[config.mk]
export PLATFORM = sky130hd
export DESIGN_NAME = gameover_curtain_ctrl
export DESIGN_NICKNAME = d
export VERILOG_FILES = /design/src/rtl/tetris_pkg.sv /design/src/rtl/tick_divider.sv /design/src/rtl/gameover_curtain_ctrl.sv
export SDC_FILE = /design/constraint.sdc
export NUM_CORES = 1
export LEC_CHECK = 0
export CORE_UTILIZATION = 45
export CTS_CLUSTER_DIAMETER = 50
export DETAILED_ROUTE_END_ITERATION = 7
export HOLD_SLACK_MARGIN = 0.15
export PLACE_DENSITY = 0.71
export SLEW_MARGIN = 10
export SYNTH_ARGS = -nofsm -noshare
export SYNTH_HDL_FRONTEND = slang
export SYNTH_SLANG_ARGS = --single-unit
[constraint.sdc]
create_clock -name Clk -period 2.1 [get_ports Clk]
set_input_delay 0.42 -clock Clk [delete_from_list [all_inputs] [get_ports Clk]]
set_output_delay 0.42 -clock Clk [all_outputs]
set_load 0.005 [all_outputs]
[src/rtl/tetris_pkg.sv]
// Shared playfield definitions: board geometry defaults and the curtain
// sequencer state type.
package tetris_pkg;

  localparam int BOARD_ROWS = 20;
  localparam int ROW_W      = 5;

  typedef enum logic [1:0] {
    IDLE = 2'd0,
    FILL = 2'd1,
    HOLD = 2'd2
  } curtain_state_t;

endpackage

[src/rtl/tick_divider.sv]
// Counts tick pulses and emits a 1-cycle strobe on every Nth tick.
// A synchronous clear returns the count to zero and suppresses the strobe.
module tick_divider #(
  parameter int N = 4
) (
  input  logic clk,
  input  logic rst,
  input  logic clear,
  input  logic tick,
  output logic strobe
);

  localparam int W = (N > 1) ? $clog2(N) : 1;
  localparam logic [W-1:0] LAST = W'(N - 1);

  logic [W-1:0] cnt_q;

  always_ff @(posedge clk) begin
    if (rst || clear) begin
      cnt_q <= '0;
    end else if (tick) begin
      cnt_q <= (cnt_q == LAST) ? '0 : cnt_q + 1'b1;
    end
  end

  assign strobe = tick && !clear && (cnt_q == LAST);

endmodule

[src/rtl/gameover_curtain_ctrl.sv]
// Game-over curtain sequencer: covers rows top-down at a frame-paced rate,
// holds the fully covered board, and releases on restart after a minimum hold.
module gameover_curtain_ctrl
  import tetris_pkg::*;
#(
  parameter int ROWS           = BOARD_ROWS,
  parameter int FRAMES_PER_ROW = 4,
  parameter int HOLD_FRAMES    = 60
) (
  input  logic             Clk,
  input  logic             Reset,
  input  logic             frame_tick,
  input  logic             gameover_trig,
  input  logic             restart,
  input  logic             draw_valid,
  input  logic [ROW_W-1:0] draw_row,
  output logic             row_gameover,
  output logic [ROW_W-1:0] cover_rows,
  output logic             freeze,
  output logic             done,
  output curtain_state_t   state
);

  localparam int CW = $clog2(ROWS + 1);
  localparam int HW = (HOLD_FRAMES > 0) ? $clog2(HOLD_FRAMES + 1) : 1;
  localparam logic [CW-1:0]    ROWS_C    = CW'(ROWS);
  localparam logic [ROW_W-1:0] ROWS_R    = ROW_W'(ROWS);
  localparam logic [HW-1:0]    HOLD_LAST = HW'(HOLD_FRAMES);

  curtain_state_t state_q, state_d;
  logic [CW-1:0]  cover_q, cover_d, cover_inc;
  logic [HW-1:0]  hold_q, hold_d;
  logic           freeze_q, done_q, row_go_q;
  logic           row_strobe;

  // Row pacing only runs in FILL; outside FILL the divider is held cleared,
  // so a tick coinciding with the trigger is never counted.
  tick_divider #(.N(FRAMES_PER_ROW)) u_row_div (
    .clk    (Clk),
    .rst    (Reset),
    .clear  (state_q != FILL),
    .tick   (frame_tick && (state_q == FILL)),
    .strobe (row_strobe)
  );

  assign cover_inc = cover_q + 1'b1;

  always_comb begin
    state_d = state_q;
    cover_d = cover_q;
    hold_d  = hold_q;
    case (state_q)
      IDLE: begin
        if (gameover_trig) begin
          state_d = FILL;
          cover_d = '0;
          hold_d  = '0;
        end
      end
      FILL: begin
        if (row_strobe) begin
          cover_d = cover_inc;
          if (cover_inc == ROWS_C) begin
            state_d = HOLD;
            hold_d  = '0;
          end
        end
      end
      HOLD: begin
        // Exit takes priority over a coincident tick once the hold has expired.
        if (restart && (hold_q == HOLD_LAST)) begin
          state_d = IDLE;
          cover_d = '0;
        end else if (frame_tick && (hold_q != HOLD_LAST)) begin
          hold_d = hold_q + 1'b1;
        end
      end
      default: begin
        state_d = IDLE;
        cover_d = '0;
        hold_d  = '0;
      end
    endcase
  end

  always_ff @(posedge Clk) begin
    if (Reset) begin
      state_q  <= IDLE;
      cover_q  <= '0;
      hold_q   <= '0;
      freeze_q <= 1'b0;
      done_q   <= 1'b0;
    end else begin
      state_q  <= state_d;
      cover_q  <= cover_d;
      hold_q   <= hold_d;
      freeze_q <= (state_d != IDLE);
      done_q   <= (state_d == HOLD);
    end
  end

  // Compare against the pre-update cover count; renderer aligns by one cycle.
  always_ff @(posedge Clk) begin
    if (Reset) begin
      row_go_q <= 1'b0;
    end else begin
      row_go_q <= draw_valid && (draw_row < ROWS_R) &&
                  (draw_row < ROW_W'(cover_q));
    end
  end

  assign row_gameover = row_go_q;
  assign cover_rows   = ROW_W'(cover_q);
  assign freeze       = freeze_q;
  assign done         = done_q;
  assign state        = state_q;

endmodule

# == Yosys cells after proc, flatten, opt, wreduce, memory -nomap -nowiden ==
# Index checks and enable logic that the tools add are counted.
# Widths: inputs -> output; s select.
# word_totals
regBits,18
inputBits,11
word_cells,55
# op_classes
n_addsub,3
n_lt_le_gt_ge,2
eq_ne,14
mux,16
n_reduce_logical,13
# ops
operator,n
$mux 6,5
$pmux 6 s3,1
$mux 5,3
$pmux 5 s3,1
$mux 2,5
$ne 2x2->1 const B,5
$logic_and 1x1->1,7
$add 6x1->6 const B,1
$eq 2x2->1 const B,3
$eq 6x6->1 const B,1
$ne 6x6->1 const B,1
$pmux 2 s3,1
$add 5x1->5 const B,1
$eq 5x5->1 const B,1
$lt 5x5->1,1
$lt 5x5->1 const B,1
$reduce_and 5->1,1
$ne 2x1->1 const B,2
$reduce_and 3->1,1
$add 2x1->2 const B,1
$eq 2x1->1 const B,1
$logic_not 2->1,1
$reduce_bool 2->1,1
$logic_not 1->1,1
$logic_or 1x1->1,1

# == Depth between registers and ports, before layout ==
# Gate-level depths: netlist (run 1).
# depth
ltp_word,7
depth_mapped,7
depth_no_buf,7

# == Cells and area by module ==
# A second synthesis (run 1) with hierarchy kept.
# hier_totals
cells_unflattened,125
hier_area_um2,1054.8
# modules_own_cells
mod,n_inst,cells_each,area_each_um2
gameover_curtain_ctrl,1,116,950.9
tick_divider,1,9,103.8

# == Worst setup path before layout (run 1) ==
# OpenSTA, ideal clock, no wires.
# synth_path
path_type,register -> register
start,reg hold_q[0]
end,reg hold_q[2]
setup_time_ps,74
arrival_time_ps,1720
required_time_ps,2026
slack_ps,306
stages_incl_launch_ff,8
n_path_buf,0
path_cell_list,dfxtp_1 > inv_1 > ha_1 > and3_1 > a31oi_1 > nor2_1 > or4b_1 > a31oi_1
# synth_via
elab_chain_len,4
elab_cells_between_ends,11
classes_between,1 x add/sub; 4 x eq/ne; 3 x mux; 3 x reduce/logical
# synth_lines
element,line_no,source
"start, declared",gameover_curtain_ctrl.sv:32,"logic [HW-1:0] hold_q, hold_d;"
"start signal, assigned",gameover_curtain_ctrl.sv:96,hold_q <= hold_d;
"$add 6x1->6, or another cell as far along",gameover_curtain_ctrl.sv:75,hold_d = hold_q + 1'b1;
"$mux 6, or another cell as far along",gameover_curtain_ctrl.sv:74,end else if (frame_tick && (hold_q != HOLD_LAST)) begin
$mux 6 or $ne 2x2->1 (tied branches),n/a,
$pmux 6 s3 or $reduce_and 5->1 (tied branches),n/a,
# Several ways; a longest one is shown, not always the timed one. The select of a mux whose other input is x is not followed.
# A chain may end at the register's enable or synchronous reset.

# == Worst setup path after layout (run 1) ==
# layout_path
start,reg hold_q[1]
end,reg hold_q[2]
# Same word-level chain as after synthesis.

==> summary.txt, run 1 <==
Worst Skew -> 0.00320 ns
Crit path max fanout -> 8
Clk sinks -> 18
Length of the first detailed-routing pass in iterations -> 4
Post-synth EDFFs -> 0
I/O pin total -> 21
Fin crit share -> 0.912
Post-synthesis sequential area ratio -> 0.343
DRT antenna net count -> 0
Fin. Hold Viols -> 0
Finished Core Util -> 0.619
Drt total wl -> 2430 µm
Setup CP Type -> flop to flop
FFs w/ async S/R, synth -> 0
Clock Latency Late Sink -> 0.29 ns
Layout cell share with drive strength beyond 1 -> 0.127
All-Layer GR Usage -> 0.214
CP endpoint -> hold_q[2]$_SDFFE_PP0P_
Largest net degree at the start of global routing -> 11
Syn Area/Cell -> 8.14 µm²
Synth cell types -> 33
Synthesized area -> 1050 µm²
P&R area growth vs syn -> 30.5%
H-tree levels -> 1
Final instance area -> 1370 µm²
CTS tree -> done
Net Count, Synth -> 148
Status -> completed
Per-cell routed wire length -> 13.1 µm
Leakage -> 0.512 nW
#FFs+latches synth -> 18
Inserted Diodes -> 0
Setup Buffers After CTS -> 0
Post-CTS Resized -> 0
Vias -> 1041
GRT overflow -> 0
Count of final max-slew check failures -> 0
Worst EP required -> 2.33 ns
Commonest non-fill, non-tap cell in the layout -> clkdlybuf4s50_1
Highest clock rate -> 0.522 GHz
Startpoint types -> flop
Clock-pin slew on the worst setup and hold paths -> 0.10 ns
Die Wd -> 50.3 µm
FP Rows -> 17
Yosys warning count -> 0
CORE AREA -> 2210 µm²
Reg area -> 362 µm²
Measured slew at the worst slew-check pin -> 0.372 ns
RePlAce Congestion -> 0.916
Worst path arrival time -> 2.15 ns
CTS Buf Count -> 3
Worst min path class -> flop to flop
Rel. slew slack -> 0.751
VDD IR-drop max -> 0.000306 V
Initial core utilization -> 0.475
Nets -> 177
Most frequent cells in the layout -> clkdlybuf4s50_1, dfxtp_1, a21oi_1
CP startpoint -> hold_q[1]$_SDFFE_PP0P_
Cell type with the highest aggregate area in the netlist -> dfxtp_1
Pwr Total -> 0.000662 W
Die area -> 2530 µm²
Initial antenna violation count -> 0
Setup repair after global routing missed its margin -> no
Max clock buf depth -> 2
Iter 0 DRT Violations -> 28
Post-synth top flop -> dfxtp_1
Hold depth -> 2
Vias in the first global route -> 948
Fill count -> 219
Placed Area -> 1330 µm²
Top cells by area, synth -> dfxtp_1, ha_1, a21oi_1
Area of the multi-input gates -> 651 µm²
Setup TNS -> 0 ns
Tmin final -> 1.91 ns
Worst reg-to-reg path cell count -> 7
Worst r2r src -> hold_q[1]$_SDFFE_PP0P_
CP endpoint kind -> flop
P per Cell Area -> 483 nW/µm²
Global-route wire length before repair -> 4110 µm
Reg-to-reg slack, setup -> 0.19 ns
Max-Cap Viols -> 0
Post-Synthesis Cells -> 129
Port Buffer Count -> 20
Number of vias per cell -> 5.63
Hold buffer count at cts -> 0
Setup Viol. Count Final -> 0
HPWL Detailed -> 1840 µm
Die Y -> 50.3 µm
DRC viols -> 0
Worst r2r dst -> hold_q[2]$_SDFFE_PP0P_
Clk root buf -> clkbuf_4
Area share of the largest cell type after synthesis -> 0.343
[cell type report]
cell class / count / share of cell area
Clock buffer: 4 / 0.0265
Sequential cell: 18 / 0.264
Tap cell: 28 / 0.0256
Multi-Input combinational cell: 99 / 0.475
Timing Repair Buffer: 27 / 0.184
Inverter: 9 / 0.0247
[worst min path at each step]
stage / startpoint / endpoint / slack, ns
3_5_place_dp: hold_q[5]$_SDFFE_PP0P_ / hold_q[5]$_SDFFE_PP0P_ / 0.48
4_1_cts: hold_q[5]$_SDFFE_PP0P_ / hold_q[5]$_SDFFE_PP0P_ / 0.50
5_1_grt: hold_q[5]$_SDFFE_PP0P_ / hold_q[5]$_SDFFE_PP0P_ / 0.53
6_report: hold_q[5]$_SDFFE_PP0P_ / hold_q[5]$_SDFFE_PP0P_ / 0.50
3_3_place_gp: hold_q[5]$_SDFFE_PP0P_ / hold_q[5]$_SDFFE_PP0P_ / 0.48
2_1_floorplan: hold_q[5]$_SDFFE_PP0P_ / hold_q[5]$_SDFFE_PP0P_ / 0.46
[critical path, cell delays in order, from the launching register on]
cell and delay [ns]:
dfxtp_1 0.38, inv_1 0.08, ha_1 0.18, and3_1 0.22
a31oi_2 0.22, nor2_1 0.13, or4b_1 0.51, a31oi_1 0.13
[Yosys cell counts (4+ instances only)]
library cell / instances
nand3_1: 4
inv_1: 9
a21o_1: 4
a21oi_1: 16
nor3_1: 5
nand2b_1: 4
nand2_1: 8
o21ai_0: 9
dfxtp_1: 18
nor2_1: 11
ha_1: 8
[through the flow]
stage | hold slack, ns | worst slack [ns] | cells
after floorplan | 0.458 | 0.306 | 129
after global placement | 0.476 | 0.00283 | 181
after detailed placement | 0.483 | -0.0344 | 181
after CTS | 0.499 | 0.133 | 185
after global routing | 0.527 | 0.0514 | 185
final | 0.497 | 0.185 | 185
[power by group]
| part | internal [W] | leakage [nW] | switching [W] |
|---|---|---|---|
| clock network | 0.000106 | 0.0210 | 0.000112 |
| logic | 0.0000518 | 0.344 | 0.0000417 |
| registers | 0.000346 | 0.146 | 0.00000513 |
[layer usage]
| metal | vias to the layer above | part of all wire | wire length (µm) | track usage |
|---|---|---|---|---|
| li1 | 521 | - | - | - |
| met1 | 482 | 0.47 | 1130 | 0.269 |
| met2 | 34 | 0.48 | 1160 | 0.369 |
| met3 | 4 | 0.045 | 110 | 0.0364 |
| met4 | 0 | 0.011 | 27 | 0.0694 |
| met5 | - | 0 | 0 | 0 |
[flip-flops by register name (all words and copies together), names as in the netlist]
register	count
cover_rows	5
u_row_div.cnt_q	2
freeze	1
row_gameover	1
state	2
done	1
hold_q	6
[cell families (layout without fill, tap and decap cells)]
group           count (synthesis)  count (layout)  synth area share
flops                          18              18             0.343
compound gates                 39              39             0.224
fa+ha+maj                       8               8            0.0954
buf+inv                        12              40            0.0429
simple gates                   48              48             0.255
mux                             4               4            0.0393
(Power assumes the default switching activity.)
==> inputs of run 2 (changes only) <==
- clock period: 2.1 -> 2.4 ns (I/O delays scaled with it)
==> summary.txt, run 2 (same netlist as run 1, synthesis figures left out) <==
Finished Layout Cells -> 179 (-3.2%)
Area of the multi-input gates -> 644 µm² (-0.96%)
Die Y -> 50.3 µm (unchanged)
Per-cell routed wire length -> 13.6 µm (+3.4%)
Fin crit share -> 0.855
Largest net degree at the start of global routing -> 13 (+2)
GRT overflow -> 0 (unchanged)
I/O pin total -> 21 (unchanged)
Worst EP required -> 2.62 ns (+0.29 ns)
FP Rows -> 17 (unchanged)
RePlAce Congestion -> 0.947 (+3.4%)
Post-CTS Resized -> 0 (unchanged)
Clk root buf -> clkbuf_4
Commonest non-fill, non-tap cell in the layout -> clkdlybuf4s50_1
Placed cells -> 176 (-2.8%)
DRC viols -> 0 (unchanged)
Drt total wl -> 2430 µm (about the same)
Max clock buf depth -> 2 (unchanged)
Clk sinks -> 18 (unchanged)
CP endpoint kind -> flop
Status -> completed
Clock Latency Late Sink -> 0.29 ns (about the same)
Measured slew at the worst slew-check pin -> 0.458 ns (+0.0853 ns)
Die area -> 2530 µm² (unchanged)
P&R area growth vs syn -> 24.9%
Fill count -> 194 (-11%)
Iter 0 DRT Violations -> 21 (-25%)
Number of vias per cell -> 5.74 (+2.1%)
Rel. slew slack -> 0.694 (-0.0566)
Nets -> 172 (-2.8%)
H-tree levels -> 1 (unchanged)
Initial antenna violation count -> 0 (unchanged)
Worst path arrival time -> 2.27 ns (+0.12 ns)
Setup Buffers After CTS -> 0 (unchanged)
P per Cell Area -> 405 nW/µm² (-16%)
Fin. Hold Viols -> 0 (unchanged)
Worst r2r dst -> hold_q[1]$_SDFFE_PP0P_
VDD IR-drop max -> 0.000258 V (-16%)
Die Wd -> 50.3 µm (unchanged)
Crit path max fanout -> 8 (unchanged)
Setup Viol. Count Final -> 0 (unchanged)
CORE AREA -> 2210 µm² (unchanged)
Setup CP Type -> primary input to flop
Tmin final -> 2.05 ns
DRT antenna net count -> 0 (unchanged)
Setup TNS -> 0 ns (unchanged)
Top reg by flops -> hold_q
Worst reg-to-reg path cell count -> 7 (unchanged)
CP endpoint -> hold_q[1]$_SDFFE_PP0P_
Count of final max-slew check failures -> 0 (unchanged)
Global-route wire length before repair -> 4190 µm (+2.0%)
Worst Skew -> 0.00193 ns (-0.00128 ns)
HPWL Detailed -> 1820 µm (-1.4%)
Reg area -> 360 µm² (-0.35%)
Vias in the first global route -> 963 (+1.6%)
CTS Buf Count -> 3 (unchanged)
Inserted Diodes -> 0 (unchanged)
Reg-to-reg slack, setup -> 0.38 ns (+0.19 ns)
Hold buffer count at cts -> 0 (unchanged)
Leakage -> 0.478 nW (-6.5%)
Layout cell share with drive strength beyond 1 -> 0.0795 (-0.0479)
Clock-pin slew on the worst setup and hold paths -> 0.10 ns (about the same)
CTS tree -> done
Initial core utilization -> 0.475 (unchanged)
CP startpoint -> frame_tick
Max FFs per register -> 6 (unchanged)
Most frequent cells in the layout -> clkdlybuf4s50_1, dfxtp_1, a21oi_1
Port Buffer Count -> 20 (unchanged)
Length of the first detailed-routing pass in iterations -> 4 (unchanged)
Worst min path class -> flop to flop
Startpoint types -> primary input
Setup repair after global routing missed its margin -> no
Highest clock rate -> 0.488 GHz
Max-Cap Viols -> 0 (unchanged)
Vias -> 1028 (-1.2%)
All-Layer GR Usage -> 0.218 (+0.00326)
Worst r2r src -> hold_q[0]$_SDFFE_PP0P_
HP Start -> hold_q[5]$_SDFFE_PP0P_
-- run 2: changes by cell type in the layout (fill, tap and decap cells not counted) --
| cell | previous run | this run |
|---|---|---|
| clkbuf_8 | 1 | 0 |
| a31oi_1 | 2 | 3 |
| dfxtp_2 | 1 | 0 |
| a31oi_2 | 1 | 0 |
| buf_4 | 7 | 2 |
| dfxtp_1 | 17 | 18 |
-- run 2: per-layer routing --
layer | routed length, µm | vias to the layer above | global-route usage
met5 | 0 | - | 0
met4 | 24 | 0 | 0.0694
met3 | 129 | 4 | 0.0364
met2 | 1180 | 46 | 0.378
met1 | 1100 | 467 | 0.271
li1 | - | 511 | -
-- run 2: layout make-up --
| cell class | count | area share |
|---|---|---|
| clock buffer | 3 | 0.0172 |
| inverter | 9 | 0.0258 |
| multi-input combinational | 99 | 0.491 |
| sequential | 18 | 0.275 |
| tap | 28 | 0.0267 |
| timing repair buffer | 22 | 0.164 |
-- run 2: critical path: stages --
cell and delay [ns]:
clkdlybuf4s50_1 0.57, nand2_2 0.08, nor3b_2 0.27, a21oi_2 0.16, or4b_1 0.54, a21oi_1 0.17
-- run 2: worst min path at each step --
stage,cells past startpoint,end,slack [ns]
6_report,2,hold_q[5]$_SDFFE_PP0P_,0.50
5_1_grt,2,hold_q[5]$_SDFFE_PP0P_,0.54
4_1_cts,2,hold_q[5]$_SDFFE_PP0P_,0.51
3_5_place_dp,2,hold_q[5]$_SDFFE_PP0P_,0.49
3_3_place_gp,2,hold_q[5]$_SDFFE_PP0P_,0.49
2_1_floorplan,2,hold_q[5]$_SDFFE_PP0P_,0.46
-- run 2: per-stage QoR --
| step | setup slack, ns | hold WS [ns] | power, W | util | instance area, µm² |
|---|---|---|---|---|---|
| 6_report | 0.349 | 0.502 | 0.000531 | 0.593 | 1310 |
| 5_1_grt | 0.224 | 0.538 | 0.000561 | 0.593 | 1310 |
| 4_1_cts | 0.341 | 0.506 | 0.000535 | 0.593 | 1310 |
| 3_5_place_dp | 0.0619 | 0.491 | 0.000389 | 0.583 | 1290 |
| 3_3_place_gp | 0.136 | 0.488 | 0.000387 | 0.583 | 1290 |
| 2_1_floorplan | 0.606 | 0.458 | 0.000350 | - | 1050 |
-- run 2: report_power, final --
group | internal, W | switching [W] | total (W)
Sequential | 0.000303 | 0.00000484 | 0.000308
Combinational | 0.0000398 | 0.0000352 | 0.0000749
Clock | 0.0000583 | 0.0000898 | 0.000148
==> inputs of run 3 (changes only) <==
- HOLD_SLACK_MARGIN: 0.15 -> 0.05
==> results of run 3 <==
Same layout as run 2: the final DEF is identical, and so are final timing and power.
